<file path="src/rtl/pack_n_m_if.sv">
// Purpose: the serial word stream in and the m-word parallel frame out for pack_n_m.
// Latency: wiring only.
// Backpressure: ready_o gates the serial side; fl_end holds until ack_i.
//
// Ports:
//   flush_i  drop a partial frame        data_i/valid_i/ready_o  serial handshake
//   ack_i    consumer took the frame     data_o/cnt_o/fl_end     parallel frame side
// master = the side that drives the stream and acks frames.
// slave  = the packer itself.
interface pack_n_m_if #(
  parameter int n = 32,
  parameter int m = 4
);
  localparam int cw = $clog2(m) + 1;

  logic          flush_i;
  logic [n-1:0]  data_i;
  logic          valid_i;
  logic          ready_o;
  logic          ack_i;
  logic [n-1:0]  data_o [0:m-1];
  logic [cw-1:0] cnt_o;
  logic          fl_end;

  modport master (
    output flush_i, data_i, valid_i, ack_i,
    input  ready_o, data_o, cnt_o, fl_end
  );

  modport slave (
    input  flush_i, data_i, valid_i, ack_i,
    output ready_o, data_o, cnt_o, fl_end
  );
endinterface

</file>
<file path="src/rtl/pack_n_m.sv">
// Purpose: serial-to-parallel packer, m words of n bits assembled into one frame.
// Latency: fl_end rises 1 cycle after the m-th transfer edge; m+1 cycles per frame with ack_i held high.
// Backpressure: ready_o drops for the whole FULL state; the frame is held until ack_i.
//
// Ports:
//   clk_i  rising-edge clock       rst_i  synchronous active-high reset
//   pk     pack_n_m_if slave side: stream in (data_i/valid_i/ready_o), flush_i,
//          frame out (data_o/cnt_o/fl_end), release (ack_i)
module pack_n_m #(
  parameter int n = 32,
  parameter int m = 4
) (
  input  logic          clk_i,
  input  logic          rst_i,
  pack_n_m_if.slave     pk
);
  localparam int cw = $clog2(m) + 1;
  localparam logic [cw-1:0] last_idx = cw'(m - 1);

  typedef enum logic {FILL, FULL} state_t;

  state_t        state_q, state_d;
  logic [cw-1:0] cnt_q, cnt_d;
  logic          wr_en;
  logic [n-1:0]  data_q [0:m-1];

  always_ff @(posedge clk_i) begin
    if (rst_i) begin
      state_q <= FILL;
      cnt_q   <= '0;
      for (int i = 0; i < m; i++) data_q[i] <= '0;
    end else begin
      state_q <= state_d;
      cnt_q   <= cnt_d;
      // wr_en only fires in FILL, where cnt_q < m, so the slot always exists.
      for (int i = 0; i < m; i++) begin
        if (wr_en && cnt_q == cw'(i)) data_q[i] <= pk.data_i;
      end
    end
  end

  always_comb begin
    state_d = state_q;
    cnt_d   = cnt_q;
    wr_en   = 1'b0;
    unique case (state_q)
      FILL: begin
        // flush beats a coincident transfer; stale data_o entries are left in place.
        if (pk.flush_i) begin
          cnt_d = '0;
        end else if (pk.valid_i) begin
          wr_en = 1'b1;
          cnt_d = cnt_q + cw'(1);
          if (cnt_q == last_idx) state_d = FULL;
        end
      end
      FULL: begin
        // ready_o is low here, so nothing presented in the ack cycle is taken.
        if (pk.ack_i) begin
          state_d = FILL;
          cnt_d   = '0;
        end
      end
      default: state_d = FILL;
    endcase
  end

  assign pk.ready_o = (state_q == FILL);
  assign pk.fl_end  = (state_q == FULL);
  assign pk.cnt_o   = cnt_q;
  assign pk.data_o  = data_q;
endmodule

</file>
<file path="src/flat_wrapper.sv">
// flat-port wrapper written by rule: the top's interface ports become plain ports
module pack_n_m_flat 
#(
  parameter int n = 32,
  parameter int m = 4
)
  (clk_i, rst_i, pk_flush_i, pk_data_i, pk_valid_i, pk_ack_i, pk_ready_o, pk_data_o, pk_cnt_o, pk_fl_end);
  pack_n_m_if #(.n(n), .m(m)) pk_i ();
  input  logic clk_i;
  input  logic rst_i;
  input wire logic [$bits(pk_i.flush_i)-1:0] pk_flush_i;
  input wire logic [$bits(pk_i.data_i)-1:0] pk_data_i;
  input wire logic [$bits(pk_i.valid_i)-1:0] pk_valid_i;
  input wire logic [$bits(pk_i.ack_i)-1:0] pk_ack_i;
  output wire logic [$bits(pk_i.ready_o)-1:0] pk_ready_o;
  output wire logic [$bits(pk_i.data_o)-1:0] pk_data_o;
  output wire logic [$bits(pk_i.cnt_o)-1:0] pk_cnt_o;
  output wire logic [$bits(pk_i.fl_end)-1:0] pk_fl_end;
  assign pk_i.flush_i = pk_flush_i;
  assign pk_i.data_i = pk_data_i;
  assign pk_i.valid_i = pk_valid_i;
  assign pk_i.ack_i = pk_ack_i;
  assign pk_ready_o = pk_i.ready_o;
  assign pk_data_o = {>>{pk_i.data_o}};
  assign pk_cnt_o = pk_i.cnt_o;
  assign pk_fl_end = pk_i.fl_end;
  pack_n_m #(.n(n), .m(m)) u_core (.clk_i(clk_i), .rst_i(rst_i), .pk(pk_i));
endmodule
</file>
<file path="config.mk">
export PLATFORM = sky130hd
export DESIGN_NAME = pack_n_m_flat
export DESIGN_NICKNAME = d
export VERILOG_FILES = /design/src/rtl/pack_n_m_if.sv /design/src/rtl/pack_n_m.sv /design/src/flat_wrapper.sv
export SDC_FILE = /design/constraint.sdc
export NUM_CORES = 1
export LEC_CHECK = 0
export CAP_MARGIN = 20
export CORE_MARGIN = 3
export CORE_UTILIZATION = 40
export DETAILED_ROUTE_END_ITERATION = 12
export PLACE_DENSITY = 0.72
export SYNTH_ARGS = -nofsm -noshare
export SYNTH_HDL_FRONTEND = slang
export SYNTH_SLANG_ARGS = --single-unit
</file>
<file path="constraint.sdc">
create_clock -name clk_i -period 1.4 [get_ports clk_i]
set_input_delay 0.42 -clock clk_i [delete_from_list [all_inputs] [get_ports clk_i]]
set_output_delay 0.42 -clock clk_i [all_outputs]
set_load 0.01 [all_outputs]
</file>
==> results of run 1 <==
==> final timing paths <==
path                                  endpoint  slack, ns
max          u_core.pk.data_o[35]$_SDFFE_PP0P_      -0.13
min reg2reg   u_core.pk.data_o[0]$_SDFFE_PP0P_       0.45
min                u_core.pk.fl_end$_SDFF_PP0_       0.28
max reg2reg  u_core.pk.data_o[35]$_SDFFE_PP0P_      -0.13
==> area by class of cell <==
cell class                 count  area (um^2)  share of cell area (%)
sequential                   132         2690                    33.4
clock buffer                  23          488                    6.05
inverter                       5         18.8                   0.233
timing repair buffer         213         1820                    22.5
multi-input combinational    341         2660                    33.1
tap                          168          210                    2.61
clock inverter                 9          173                    2.14
==> metal layers <==
layer / wire [um] / share of wire (%) / vias to the layer above
met5: 0 / 0 / -
met4: 350 / 2.2 / 0
met3: 930 / 5.8 / 25
met2: 7950 / 49 / 135
met1: 6870 / 43 / 2107
li1: - / - / 2082
==> registers in the layout, indices dropped and copies added (netlist names) <==
register / count
u_core.pk.fl_end: 1
u_core.pk.data_o: 128
u_core.pk.cnt_o: 3
==> report_power, final <==
part	switching (mW)	internal, mW
registers	0.0376	3.83
clock network	1.58	3.34
logic	0.329	0.359
total	1.95	7.53
==> logic make-up (layout without fill, tap and decap cells) <==
family / after synthesis / count (layout) / synth area share, %
and+or+nand+nor: 203 / 203 / 21.8
DFF: 132 / 132 / 50.9
muxes: 97 / 97 / 18.7
buffers and inverters: 40 / 250 / 3.69
AOI/OAI and AO/OA: 36 / 36 / 3.62
adders and majority gates: 5 / 5 / 1.21
==> stage by stage <==
step	setup TNS, ns	worst slack (ns)	hold WS [ns]	power, mW	area (um^2)
floorplan	-0.459	-0.0459	0.481	4.24	5210
global placement	-60.58	-0.532	0.441	4.58	7270
detailed placement	-65.28	-0.575	0.446	4.59	7270
CTS	-3.15	-0.102	0.257	9.48	7980
global route	-11.75	-0.202	0.284	9.75	8060
finish	-3.62	-0.130	0.282	9.48	8060
==> cell usage after synthesis, drive strengths merged <==
cell type    n  share of area (%)
dfxtp      132                 51
nand2b     129                 16
mux2i       96                 19
nand2       67                4.8
a21oi       34                3.3
buf         18                2.1
clkbuf      17                1.2
ha           5                1.2
inv          5               0.36
a22o         2               0.34
and2         2               0.24
nor4b        2               0.63
mux2         1               0.22
nand4bb      1               0.22
nor4bb       1               0.19
or3          1               0.12
==> worst register-to-register path, delay by kind of cell, from the launching register on <==
kind | cells | cell delay [ns]
adders and majority gates | 1 | 0.15
buffers and inverters | 4 | 0.54
DFF | 1 | 0.35
muxes | 1 | 0.24
and+or+nand+nor | 1 | 0.16
==> timing repair <==
action                                  in CTS  in global routing
setup buffers                               13                  4
pin swaps                                   14                 30
endpoints found under the setup margin     231                164
cloned                                       6                  6
hold buffers                                 0                  0
resized for setup                          563                 95
==> qor.txt, run 1 <==
=================================================================================
Run status                                                           finished, violations left
Violations in the final reports                                      setup timing
Number of DRC markers in iteration 0                                          247
R2R depth                                                                       7
TritonCTS clock tree                                                        built
Num CTS Buffers                                                                17
Fill cell instance count of the final layout                                 1006
Required time at the worst-slack endpoint                                 1.72 ns
Longest individual stage delay on the worst path                          0.35 ns
Warning count from the yosys run                                                0
Type of the most critical hold path                                        in2reg
Maximum fanout encountered on the critical timing path                          7
Worst hold start                                                            rst_i
Longest Clk Path Bufs                                                           2
Placed Cells                                                                  838
HPWL after detailed placement                                             9790 um
Final setup violation count                                                    64
Flop and latch count out of synthesis                                         132
Peak Freq                                                                 654 MHz
Horiz. Die Dim                                                             120 um
Total grt overflow                                                              0
Via count of the first global-routing pass                                   4486
Final routed DRC violation total                                                0
Final core utilization                                                      65.2%
Synthesized instance count                                                    513
CTS root buffer                                                      sky130_fd_sc_hd__clkbuf_16
CTS H-tree depth                                                                4
Vertical die dimension                                                     120 um
Synth cell types                                                               20
GRT Max-Usage Layer                                                          met2
WL per Instance                                                           18.1 um
Total via count after detailed routing                                       4349
Number of logic stages on the critical path including buffering                 7
Final antenna diode count                                                       0
Filler-free cell count of the finished design                                 891
I/O Pins                                                                      170
Met3 track utilization from global routing                                  6.60%
Cell repeated most along the worst path                              sky130_fd_sc_hd__buf_12
Layout overhead on the synthesized area                                     55.4%
Final Hold Viols                                                                0
Share of cells above drive strength 1                                       41.4%
Placer's final routability congestion estimate                              0.796
Global routing usage on met1                                                24.8%
Commonest cells after routing, fill and taps aside                   129 x sky130_fd_sc_hd__nand2b_1, 123 x sky130_fd_sc_hd__buf_2, 99 x sky130_fd_sc_hd__dfxtp_1, 93 x sky130_fd_sc_hd__mux2i_1, 47 x sky130_fd_sc_hd__nand2_1
Vias per inst                                                                4.88
Max-slew violation count                                                        0
Sequential-to-total area share from yosys stat                              50.9%
Syn Nets                                                                      555
RSZ-0062 raised after global routing                                          yes
Die Outline Area                                                      0.0144 mm^2
Reported leakage power                                                    3.79 nW
Pre-Repair DR Iteration Count                                                   4
Crit path max-delay cell type                                        sky130_fd_sc_hd__dfxtp_4
Std cell rows                                                                  40
Worst endpoint data arrival time                                          1.85 ns
Later-pin clock latency in the skew report                                0.41 ns
Clock slew seen by the registers of the worst setup and hold paths        0.06 ns
Maximum number of pins on one net before global-route repair                   67
Number of nets at the end of the flow                                         752
First-pass GRT wire length                                               23500 um
Most common cell after layout, fill and taps aside                   sky130_fd_sc_hd__nand2b_1
Setup CP Type                                                             reg2reg
Pwr Density                                                          1180 mW/mm^2
Critical R2R Launch                                                  u_core.pk.cnt_o[0]$_SDFFE_PP0P_
Clock tree sinks                                                              132
Critical-path cell list                                              buf_4, inv_2, ha_4, and2_4, buf_12, buf_12, mux2i_2
Cell family with the largest share of critical-path delay            buffers and inverters
Combined global-route utilization of all metal layers                       20.9%
Final critical-path required period                                       1.53 ns
Synth Cell Area                                                      0.00519 mm^2
Crit path from                                                       u_core.pk.cnt_o[0]$_SDFFE_PP0P_
Number of buffers added on ports                                              169
Buffers & Inverters on Critical Path                                            4
Worst Slack Setup Final                                                 -0.130 ns
Relative slew slack                                                         80.8%
Setup crit end kind                                                     flip-flop
Floorplan Core Area                                                   0.0124 mm^2
Initial antenna violation count                                                 0
Category of the worst setup path launch point                           flip-flop
Avg Inst Size Synth                                                     10.1 um^2
Count of cells along the worst hold path                                        2
Met2 demand-to-capacity share in global routing                             35.8%
Skew final                                                             0.00521 ns
Max cap viols                                                                   0
Number of antenna-violating nets in the routed design                           0
Starting density of the core                                                42.0%
Share of the cycle needed by the critical path after routing                 109%
Final wirelength                                                         16100 um
Actual transition at the worst max-transition pin                        0.284 ns
Largest voltage drop on the vdd net                                        812 uV
=================================================================================
Note: power is estimated with default switching activity, not from simulation.
==> inputs of run 2 (changes only) <==
--- a/config.mk
+++ b/config.mk
@@ -5,11 +5,13 @@
 export SDC_FILE = /design/constraint.sdc
 export NUM_CORES = 1
 export LEC_CHECK = 0
+export ABC_AREA = 1
 export CAP_MARGIN = 20
 export CORE_MARGIN = 3
 export CORE_UTILIZATION = 40
+export CTS_CLUSTER_SIZE = 16
 export DETAILED_ROUTE_END_ITERATION = 12
-export PLACE_DENSITY = 0.72
+export PLACE_DENSITY = 0.71
 export SYNTH_ARGS = -nofsm -noshare
 export SYNTH_HDL_FRONTEND = slang
 export SYNTH_SLANG_ARGS = --single-unit
==> run 2 against run 1 <==
Effect of this change: the run still ends with setup timing left; setup slack better by 0.078 ns; synthesized cell count is 46% higher; global-route usage up 1.5 points; combinational power increased by 68%; sequential share of layout area is 0.082 points lower; sequential power rose by 2%; first-iteration DRC count increased by 130%; count of clock-buffer cells in the layout down 6; power is 3.6% higher; critical path depth fell by 5; clock power decreased by 4.3%; utilization down 4.3 points.
==> qor.txt, run 2 <==
=========================================================================================
HPWL after detailed placement                                                    11600 um
Critical R2R Launch                                                          u_core.pk.cnt_o[0]$_SDFFE_PP0P_
RSZ-0062 raised after global routing                                                  yes
Flip-flop count of the largest register after layout                                  128
Violations in the final reports                                              setup timing
First-pass GRT wire length                                                       26400 um
Sequential-to-total area share from yosys stat                                      48.1%
Largest voltage drop on the vdd net                                                782 uV
Slack of the worst reg-to-reg path                                               -0.04 ns
Crit path from                                                               u_core.pk.cnt_o[1]$_SDFFE_PP0P_
Final routed DRC violation total                                                        0
Total cell area at the placement stage                                       0.00757 mm^2
Total area of multi-input combinational cells                                0.00253 mm^2
Most common cell after layout, fill and taps aside                           sky130_fd_sc_hd__nor2_1
Share of the cycle needed by the critical path after routing                         104%
Initial antenna violation count                                                         0
Layout overhead on the synthesized area                                             47.8%
Synth top cells by count                                                     193 x sky130_fd_sc_hd__nor2_1, 132 x sky130_fd_sc_hd__dfxtp_1, 131 x sky130_fd_sc_hd__nand2_1
Actual transition at the worst max-transition pin                                0.285 ns
Max cap viols                                                                           0
Flop and latch count out of synthesis                                                 132
Worst endpoint data arrival time                                                  1.03 ns
Number of logic stages on the critical path including buffering                         2
Count of cells along the worst hold path                                                3
Buffers & Inverters on Critical Path                                                    2
Number of DRC markers in iteration 0                                                  563
Maximum number of pins on one net before global-route repair                           53
Max-slew violation count                                                                0
Relative slew slack                                                                 81.0%
Warning count from the yosys run                                                        0
Setup CP Type                                                                     reg2out
Final critical-path required period                                               1.45 ns
Synth cell types                                                                       19
Filler-free cell count of the finished design                                        1118
Starting density of the core                                                        41.2%
Type of the most critical hold path                                                in2reg
R2R Path End                                                                 u_core.pk.data_o[37]$_SDFFE_PP0P_
Critical-path cell list                                                      buf_6, buf_6
Worst hold start                                                               pk_valid_i
Total grt overflow                                                                      0
Reported leakage power                                                            3.74 nW
Peak Freq                                                                         689 MHz
Clock tree sinks                                                                      132
Placed Cells                                                                         1071
Floorplan Core Area                                                           0.0133 mm^2
Syn Nets                                                                              793
Setup TNS after final layout                                                    -0.809 ns
Final Hold Viols                                                                        0
Maximum fanout encountered on the critical timing path                                  5
Final core utilization                                                              60.9%
Skew final                                                                      0.0118 ns
Number of buffers added on ports                                                      169
Final wirelength                                                                 18900 um
Vias per inst                                                                        5.21
Storage cell area                                                            0.00270 mm^2
Run status                                                                   finished, violations left
Share of Yosys cell area claimed by the top area cell type                          48.1%
Synthesized instance count                                                            751
Leading post-synthesis cells by cell area                                    sky130_fd_sc_hd__dfxtp_1 48%, sky130_fd_sc_hd__nand4_1 15%, sky130_fd_sc_hd__nor2_1 13%
Count of flip-flops with a built-in enable after synthesis                              0
Synth Cell Area                                                              0.00550 mm^2
CTS root buffer                                                              sky130_fd_sc_hd__clkbuf_16
CTS H-tree depth                                                                        4
Share of cells above drive strength 1                                               34.1%
Cell repeated most along the worst path                                      sky130_fd_sc_hd__buf_6
WL per Instance                                                                   16.9 um
Pwr Density                                                                  1210 mW/mm^2
Worst Slack Setup Final                                                        -0.0522 ns
Cell family with the largest share of critical-path delay                      flip-flops
Number of antenna-violating nets in the routed design                                   0
Later-pin clock latency in the skew report                                        0.43 ns
TritonCTS clock tree                                                                built
Hold buffer count at cts                                                                0
Die Outline Area                                                              0.0152 mm^2
Fill cell instance count of the final layout                                         1254
Required time at the worst-slack endpoint                                         0.98 ns
Commonest cells after routing, fill and taps aside                           166 x sky130_fd_sc_hd__nor2_1, 131 x sky130_fd_sc_hd__nand2_1, 131 x sky130_fd_sc_hd__buf_2, 128 x sky130_fd_sc_hd__nand4_1, 87 x sky130_fd_sc_hd__dfxtp_1
Number of nets at the end of the flow                                                 971
Horiz. Die Dim                                                                     123 um
Post-route cell area                                                         0.00812 mm^2
Cell taking the most area after synthesis                                    sky130_fd_sc_hd__dfxtp_1
Endpoint with the worst hold slack                                           u_core.pk.data_o[30]$_SDFFE_PP0P_
Clock slew seen by the registers of the worst setup and hold paths                0.06 ns
R2R depth                                                                               9
Most used flip-flop cell after synthesis                                     sky130_fd_sc_hd__dfxtp_1
Proportion of register bits with asynchronous set or reset after synthesis             0%
Category of the worst setup path launch point                                   flip-flop
Combined global-route utilization of all metal layers                               22.5%
Pre-Repair DR Iteration Count                                                           8
Std cell rows                                                                          42
Final setup violation count                                                            52
Avg Inst Size Synth                                                             7.32 um^2
Longest individual stage delay on the worst path                                  0.37 ns
Setup crit end kind                                                            output pin
Vertical die dimension                                                             123 um
Placer's final routability congestion estimate                                      0.891
Via count of the first global-routing pass                                           5124
Crit path max-delay cell type                                                sky130_fd_sc_hd__dfxtp_4
Most frequent cell after synthesis                                           sky130_fd_sc_hd__nor2_1
Final antenna diode count                                                               0
Longest Clk Path Bufs                                                                   2
Num CTS Buffers                                                                        17
I/O Pins                                                                              170
Total via count after detailed routing                                               5822
=========================================================================================
-- run 2: cell count changes after synthesis, moves of 4 or more --
cell / change
sky130_fd_sc_hd__nor2_4: +4
sky130_fd_sc_hd__clkbuf_1: +5
sky130_fd_sc_hd__nand4_1: +128
sky130_fd_sc_hd__buf_4: +8
sky130_fd_sc_hd__nand2_1: +64
sky130_fd_sc_hd__mux2i_1: -96
sky130_fd_sc_hd__inv_1: +34
sky130_fd_sc_hd__buf_2: +13
sky130_fd_sc_hd__inv_2: +4
sky130_fd_sc_hd__nor2_1: +193
sky130_fd_sc_hd__nand2b_1: -129
sky130_fd_sc_hd__buf_1: +9
sky130_fd_sc_hd__nand3_1: +4
-- run 2: worst max-delay path by stage --
stage                                        endpoint
CTS                                     pk_data_o[86]
floorplan           u_core.pk.data_o[41]$_SDFFE_PP0P_
global placement    u_core.pk.data_o[41]$_SDFFE_PP0P_
finish                                    pk_cnt_o[1]
detailed placement  u_core.pk.data_o[48]$_SDFFE_PP0P_
global route        u_core.pk.data_o[44]$_SDFFE_PP0P_
-- run 2: routing by layer --
metal	up-vias	share of wire [%]	GRT usage, %
met1	2736	44	30.9
met2	226	46	34.4
met3	22	7.7	5.90
met4	0	1.6	7.40
li1	2838	-	-
met5	-	0	0
-- run 2: cell type report --
class                           count  area share [%]
Clock inverter                     15            2.54
Sequential cell                   132            33.3
Clock buffer                       17            5.24
Timing Repair Buffer              227            23.0
Tap cell                          176            2.71
Inverter                           43            2.05
Multi-Input combinational cell    508            31.2
-- run 2: logic make-up (layout without fill, tap and decap cells) --
group | count (synthesis) | count (layout) | synth area share [%]
AND/OR/NAND/NOR | 466 | 466 | 38.6
flip-flops | 132 | 132 | 48.1
buffers and inverters | 111 | 302 | 8.83
AO/OA/AOI/OAI | 37 | 37 | 3.37
adder cells (fa/ha/maj) | 5 | 5 | 1.14
-- run 2: repair_timing --
item | in CTS | in global routing
setup buffers | 0 | 5
gates cloned | 0 | 10
pin swaps | 0 | 55
setup endpoints to repair | 200 | 128
resized for setup | 576 | 70
-- run 2: power by group --
part / internal (mW) / switching, mW
combinational: 0.495 / 0.660
sequential: 3.87 / 0.0702
clock: 2.99 / 1.73
total: 7.36 / 2.46
-- run 2: worst reg2reg max path, cell delays in order (launching register included) --
cell                        delay (ns)
sky130_fd_sc_hd__dfxtp_4          0.37
sky130_fd_sc_hd__inv_4            0.07
sky130_fd_sc_hd__ha_1             0.16
sky130_fd_sc_hd__inv_2            0.05
sky130_fd_sc_hd__nor2_4           0.13
sky130_fd_sc_hd__inv_2            0.06
sky130_fd_sc_hd__nor2_4           0.16
sky130_fd_sc_hd__clkbuf_16        0.21
sky130_fd_sc_hd__nor2_1           0.05
sky130_fd_sc_hd__nor2_1           0.09
-- run 2: per-stage QoR --
| stage | power [mW] | setup WS, ns | hold WS (ns) |
|---|---|---|---|
| floorplan | 4.57 | -0.00208 | 0.484 |
| global placement | 5.12 | -0.374 | 0.449 |
| detailed placement | 5.13 | -0.403 | 0.452 |
| CTS | 9.75 | 0.000335 | 0.373 |
| global route | 10.2 | -0.121 | 0.390 |
| finish | 9.82 | -0.0522 | 0.397 |
==> inputs of run 3 (changes only) <==
--- a/config.mk
+++ b/config.mk
@@ -11,7 +11,7 @@
 export CORE_UTILIZATION = 40
 export CTS_CLUSTER_SIZE = 16
 export DETAILED_ROUTE_END_ITERATION = 12
-export PLACE_DENSITY = 0.71
+export PLACE_DENSITY = 0.68
 export SYNTH_ARGS = -nofsm -noshare
 export SYNTH_HDL_FRONTEND = slang
 export SYNTH_SLANG_ARGS = --single-unit
==> constraint.sdc (replaced) <==
create_clock -name clk_i -period 1.9 [get_ports clk_i]
set_input_delay 0.57 -clock clk_i [delete_from_list [all_inputs] [get_ports clk_i]]
set_output_delay 0.57 -clock clk_i [all_outputs]
set_load 0.01 [all_outputs]
==> run 3 against run 2 <==
Effect of this change: the run now ends clean; count of clock-buffer cells in the layout up 6; flip-flop and latch count is the same; clock power shrank 23%; power decreased by 25%; utilization increased by 1.1 points; via count decreased by 2.2%; register-to-register slack better by 0.39 ns; sequential power down 26%; critical path depth is 1 lower; die area unchanged; critical path type unchanged; largest cell class unchanged.
==> qor.txt, run 3 (synthesized netlist as in run 2, its figures left out) <==
=================================================================================
Setup CP Type                                                             reg2out
WL per Instance                                                           15.7 um
Total cell area at the placement stage                               0.00752 mm^2
Max cap viols                                                                   0
Pre-CTS setup slack                                                     -0.111 ns
Final setup violation count                                                     0
Total via count after detailed routing                                       5693
Final antenna diode count                                                       0
Later-pin clock latency in the skew report                                0.42 ns
Setup bufs post-CTS                                                             0
Met3 track utilization from global routing                                  5.76%
Std cell rows                                                                  42
Vias per inst                                                                5.22
Starting density of the core                                                41.2%
Share of cells above drive strength 1                                       8.42%
Largest voltage drop on the vdd net                                        603 uV
Commonest cells after routing, fill and taps aside                   193 x sky130_fd_sc_hd__nor2_1, 131 x sky130_fd_sc_hd__nand2_1, 131 x sky130_fd_sc_hd__dfxtp_1, 128 x sky130_fd_sc_hd__nand4_1, 61 x sky130_fd_sc_hd__clkdlybuf4s50_1
Hold buffer count at cts                                                        0
Num CTS Buffers                                                                17
Longest Clk Path Bufs                                                           2
Required time at the worst-slack endpoint                                 1.33 ns
Final routed DRC violation total                                                0
Number of buffers added on ports                                              169
Number of nets at the end of the flow                                         945
Relative slew slack                                                         71.4%
Die Outline Area                                                      0.0152 mm^2
Via count of the first global-routing pass                                   5320
Buffers & Inverters on Critical Path                                            1
Number of antenna-violating nets in the routed design                           0
Combined global-route utilization of all metal layers                       22.5%
Critical-path cell list                                              clkdlybuf4s50_1
Vertical die dimension                                                     123 um
Setup TNS after final layout                                                 0 ns
Post-Route Hold Slack                                                    0.464 ns
PostCTS Resize Cnt                                                             47
Type of the most critical hold path                                       reg2reg
Met2 demand-to-capacity share in global routing                             36.9%
Final critical-path required period                                       1.86 ns
Most common cell after layout, fill and taps aside                   sky130_fd_sc_hd__nor2_1
Maximum fanout encountered on the critical timing path                          2
Final Hold Viols                                                                0
Pwr Density                                                           884 mW/mm^2
Crit path max-delay cell type                                        sky130_fd_sc_hd__clkdlybuf4s50_1
Max-slew violation count                                                        0
HPWL after detailed placement                                            12000 um
I/O Pins                                                                      170
TritonCTS clock tree                                                        built
First-pass GRT wire length                                               26500 um
CTS H-tree depth                                                                4
Post-route cell area                                                 0.00827 mm^2
Worst Slack Setup Final                                                 0.0400 ns
Flip-flop count of the largest register after layout                          128
Horiz. Die Dim                                                             123 um
Pre-Repair DR Iteration Count                                                   7
Skew final                                                             0.00807 ns
Run status                                                           finished, final reports clean
Worst endpoint data arrival time                                          1.29 ns
Reported leakage power                                                    4.48 nW
Pwr Total                                                                 7.31 mW
Category of the worst setup path launch point                           flip-flop
Placer's final routability congestion estimate                              0.885
Total grt overflow                                                              0
GRT Max-Usage Layer                                                          met2
Maximum number of pins on one net before global-route repair                   78
CTS root buffer                                                      sky130_fd_sc_hd__clkbuf_16
Longest individual stage delay on the worst path                          0.54 ns
Final wirelength                                                         17100 um
Cell family with the largest share of critical-path delay            buffers and inverters
Clock slew seen by the registers of the worst setup and hold paths        0.05 ns
Share of the cycle needed by the critical path after routing                97.9%
Initial antenna violation count                                                 0
Number of DRC markers in iteration 0                                          428
Actual transition at the worst max-transition pin                        0.428 ns
Global routing usage on met1                                                28.1%
Peak Freq                                                                 538 MHz
Setup crit end kind                                                    output pin
Clock tree sinks                                                              132
Layout overhead on the synthesized area                                     50.4%
Floorplan Core Area                                                   0.0133 mm^2
=================================================================================
==> run 3: changes by cell type in the layout (fill, tap and decap cells not counted), moves of 21 or more <==
cell,previous run,this run
sky130_fd_sc_hd__buf_2,131,1
sky130_fd_sc_hd__clkdlybuf4s50_1,34,61
sky130_fd_sc_hd__dfxtp_1,87,131
sky130_fd_sc_hd__dfxtp_2,43,1
sky130_fd_sc_hd__dlygate4sd2_1,0,46
sky130_fd_sc_hd__dlymetal6s2s_1,0,60
sky130_fd_sc_hd__nor2_1,166,193
sky130_fd_sc_hd__nor2_2,22,1
==> run 3: per-layer routing <==
| layer | part of all wire, % | routed length [um] |
|---|---|---|
| met5 | 0 | 0 |
| met4 | 1.8 | 315 |
| met3 | 6.1 | 1050 |
| met2 | 48 | 8270 |
| met1 | 44 | 7490 |
==> run 3: per-stage QoR <==
step / util (%) / std cells
2_1_floorplan: - / 751
3_3_place_gp: 56.3 / 1060
3_5_place_dp: 56.3 / 1060
4_1_cts: 60.8 / 1091
5_1_grt: 62.0 / 1091
6_report: 62.0 / 1091
==> run 3: worst register-to-register path, delay by kind of cell (launching register included) <==
| kind | cells | cell delay [ns] |
|---|---|---|
| fa+ha+maj | 1 | 0.16 |
| buf+inv | 3 | 0.53 |
| simple gates | 4 | 0.41 |
| flops | 1 | 0.34 |
==> run 3: report_power, final <==
group	switching (mW)	internal [mW]	total, mW
sequential	0.0459	2.85	2.90
clock	1.17	2.46	3.63
combinational	0.446	0.343	0.789
total	1.66	5.66	7.31
==> run 3: cell type report <==
class | count | area (um^2)
sequential | 132 | 2640
timing repair buffer | 201 | 2200
inverter | 43 | 163
multi-input combinational | 508 | 2380
clock inverter | 8 | 171
fill | 1174 | 5080
clock buffer | 23 | 488
tap | 176 | 220
==> run 3: final timing paths <==
path | startpoint | to | slack [ns] | cells after the start
setup / recovery | u_core.pk.data_o[42]$_SDFFE_PP0P_ | pk_data_o[42] | 0.04 | 1
hold / removal | u_core.pk.data_o[6]$_SDFFE_PP0P_ | u_core.pk.data_o[6]$_SDFFE_PP0P_ | 0.46 | 2
setup reg to reg | u_core.pk.cnt_o[0]$_SDFFE_PP0P_ | u_core.pk.data_o[51]$_SDFFE_PP0P_ | 0.35 | 8
hold reg to reg | u_core.pk.data_o[6]$_SDFFE_PP0P_ | u_core.pk.data_o[6]$_SDFFE_PP0P_ | 0.46 | 2
==> RTL change (settings of run 1) <==
`m` is set to 4 in 3 places; all go to 2.
--- a/src/rtl/pack_n_m_if.sv
+++ b/src/rtl/pack_n_m_if.sv
@@ -9,7 +9,7 @@
 // slave  = the packer itself.
 interface pack_n_m_if #(
   parameter int n = 32,
-  parameter int m = 4
+  parameter int m = 2
 );
   localparam int cw = $clog2(m) + 1;
 
--- a/src/rtl/pack_n_m.sv
+++ b/src/rtl/pack_n_m.sv
@@ -8,7 +8,7 @@
 //          frame out (data_o/cnt_o/fl_end), release (ack_i)
 module pack_n_m #(
   parameter int n = 32,
-  parameter int m = 4
+  parameter int m = 2
 ) (
   input  logic          clk_i,
   input  logic          rst_i,
--- a/src/flat_wrapper.sv
+++ b/src/flat_wrapper.sv
@@ -2,7 +2,7 @@
 module pack_n_m_flat 
 #(
   parameter int n = 32,
-  parameter int m = 4
+  parameter int m = 2
 )
   (clk_i, rst_i, pk_flush_i, pk_data_i, pk_valid_i, pk_ack_i, pk_ready_o, pk_data_o, pk_cnt_o, pk_fl_end);
   pack_n_m_if #(.n(n), .m(m)) pk_i ();
Ports: changed (resized pk_cnt_o and pk_data_o); port bits go from 170 to 105. The function was not compared with the original's and may differ.
==> RTL change against run 1 <==
  * Utilization fell by 0.89 points
  * Final cell count fell by 45%
  * Routed wire length fell by 55%
  * Area after synthesis fell by 51%
  * Sequential share of layout area rose by 1.1 points
  * Design area fell by 52%
  * Worst setup slack improved by 0.15 ns
  * Count of clock-buffer cells in the layout fell by 12
  * Power fell by 58%
  * Via count fell by 44%
  * Maximum frequency rose by 11%
  * Sequential cell count fell by 65
  * Critical endpoint is now pk_data_o[6]
==> RTL change: results (changes against run 1) <==
CTS clk-pin slew, worst paths = 0.08 ns (was 0.06 ns)
delay-heaviest family, CP = flip-flops (was buffers and inverters)
global-route wire length before repair = 10.97 mm (was 23.55 mm)
reg2reg end = u_core.pk.data_o[21]$_SDFFE_PP0P_ (was u_core.pk.data_o[35]$_SDFFE_PP0P_)
sequential fraction of the synthesis area = 52.55% (was 50.94%)
r2r startpoint = u_core.pk.cnt_o[1]$_SDFFE_PP0P_ (was u_core.pk.cnt_o[0]$_SDFFE_PP0P_)
Final Skew = 0.008980 ns (was 0.005209 ns)
CP max FO = 2 (was 7)
TritonRoute pass-1 iters = 4 (unchanged)
worst slack, placed = -0.4415 ns (was -0.5752 ns)
maximum vdd drop = 0.0006050 V (was 0.0008121 V)
Min-Delay Endpoint = u_core.pk.fl_end$_SDFF_PP0_ (unchanged)
total CTS buffers = 9 (was 17)
Placer Congestion = 0.8021 (was 0.7961)
Max stage delay on crit path = 0.36 ns
R2R setup slack = 0.05 ns (was -0.13 ns)
reg2reg path depth = 6 (was 7)
Hold Path Origin = rst_i (unchanged)
Synth Net Count = 343 (was 555)
final worst slack = 0.02351 ns (was -0.1301 ns)
async set or reset register ratio after synthesis = 0% (unchanged)
layout cells sized above 1 = 21.10% (was 41.36%)
Clock Tree Root = clkbuf_8 (was clkbuf_16)
antenna violations before repair = 0 (unchanged)
max reg flops = 64 (was 128)
Leak Pwr = 1.503 nW (was 3.786 nW)
Port Buf Inserts = 104 (was 169)
number of global-route vias before repair = 2,327 (was 4,486)
Post-DP Area = 3685 um^2 (was 7267 um^2)
Antenna Cells = 0 (unchanged)
Net count, final = 451 (was 752)
dpl hpwl = 4.613 mm (was 9.793 mm)
Min-Delay Path Class = in -> reg (unchanged)
DR vias/cell = 4.923 (was 4.881)
GRT Overall Usage = 18.70% (was 20.94%)
Final Routed Wirelength = 7.214 mm (was 16.10 mm)
largest net degree at the start of global routing = 33 (was 67)
later-pin clock latency in the skew report = 0.34 ns (was 0.41 ns)
CTS H-tree depth = 3 (was 4)
most frequent cells after synthesis = 129 x nand2_1, 67 x dfxtp_1, 40 x a21oi_1, 24 x a21oi_2, 9 x buf_2 (was 132 x dfxtp_1, 129 x nand2b_1, 96 x mux2i_1, 67 x nand2_1, 34 x a21oi_1)
Worst slew margin = 83.88% (was 80.78%)
drt first-iter violations = 63 (was 247)
synth unique cells = 22 (was 20)
Worst EP arrival = 0.96 ns (was 1.85 ns)
slowest CP cell = dfxtp_1 (was dfxtp_4)
Top FF cell, synth = dfxtp_1 (unchanged)
outcome = finished, final reports clean (was complete, but fails checks)
Synth area leaders = dfxtp_1 53%, nand2_1 19%, a21oi_2 8.2%, a21oi_1 7.8%, buf_2 1.8% (was dfxtp_1 51%, mux2i_1 19%, nand2b_1 16%, nand2_1 4.8%, a21oi_1 3.3%)
==> RTL change: changes by cell type after synthesis, moves of 12 or more <==
cell and change:
nand2b_1 -128, nand2_1 +62, dfxtp_1 -65, mux2i_1 -96, clkbuf_1 -12, a21oi_2 +24
==> RTL change: repair_timing <==
item,4_1_cts,5_1_grt
endpoints found under the hold margin,0,0
resized for setup,81,76
setup buffers,0,2
cloned,0,3
pin swaps,1,3
setup endpoints to repair,121,99
==> RTL change: how the worst max path moves through the flow <==
| stage | start | end | depth (start not counted) |
|---|---|---|---|
| floorplan | u_core.pk.cnt_o[1]$_SDFFE_PP0P_ | u_core.pk.fl_end$_SDFF_PP0_ | 7 |
| CTS | u_core.pk.cnt_o[0]$_SDFFE_PP0P_ | u_core.pk.data_o[38]$_SDFFE_PP0P_ | 6 |
| global placement | pk_flush_i | u_core.pk.data_o[45]$_SDFFE_PP0P_ | 5 |
| detailed placement | pk_flush_i | u_core.pk.data_o[38]$_SDFFE_PP0P_ | 5 |
| finish | u_core.pk.data_o[6]$_SDFFE_PP0P_ | pk_data_o[6] | 1 |
| global route | u_core.pk.cnt_o[0]$_SDFFE_PP0P_ | u_core.pk.data_o[61]$_SDFFE_PP0P_ | 7 |
==> RTL change: area by class of cell <==
type	count	area [um^2]
timing repair buffer	121	1184
multi-input combinational	210	1077
fill	517	2163
clock buffer	11	151.4
sequential	67	1344
clock inverter	5	36.28
tap	75	93.84
inverter	3	11.26
==> RTL change: cells by family after synthesis <==
group	synth area share (%)
buf+inv	7.402
compound gates	16.72
fa+ha+maj	0.9802
flops	52.55
simple gates	22.35
==> RTL change: where the power goes <==
group / leakage (nW) / total [mW] / switching, mW / internal [mW]
logic: 0.870 / 0.511 / 0.251 / 0.260
registers: 0.545 / 2.00 / 0.0320 / 1.96
clock network: 0.0880 / 1.51 / 0.765 / 0.742
==> RTL change: metal layers <==
| metal | routed length, um | up-vias | share of wire, % | track usage, % |
|---|---|---|---|---|
| met4 | 55 | 0 | 0.76 | 6.043 |
| met1 | 3171 | 1142 | 44 | 23.47 |
| met2 | 3349 | 84 | 46 | 29.50 |
| met5 | 0 | - | 0 | 0 |
| li1 | - | 1190 | - | - |
| met3 | 638 | 6 | 8.8 | 7.301 |
==> RTL change: through the flow <==
| stage | hold WS (ns) | util, % | instances |
|---|---|---|---|
| finish | 0.4119 | 64.31 | 492 |
| global route | 0.4099 | 64.31 | 492 |
| CTS | 0.3975 | 62.68 | 487 |
| detailed placement | 0.4477 | 60.80 | 471 |
| global placement | 0.4415 | 60.80 | 471 |
| floorplan | 0.4796 | - | 304 |
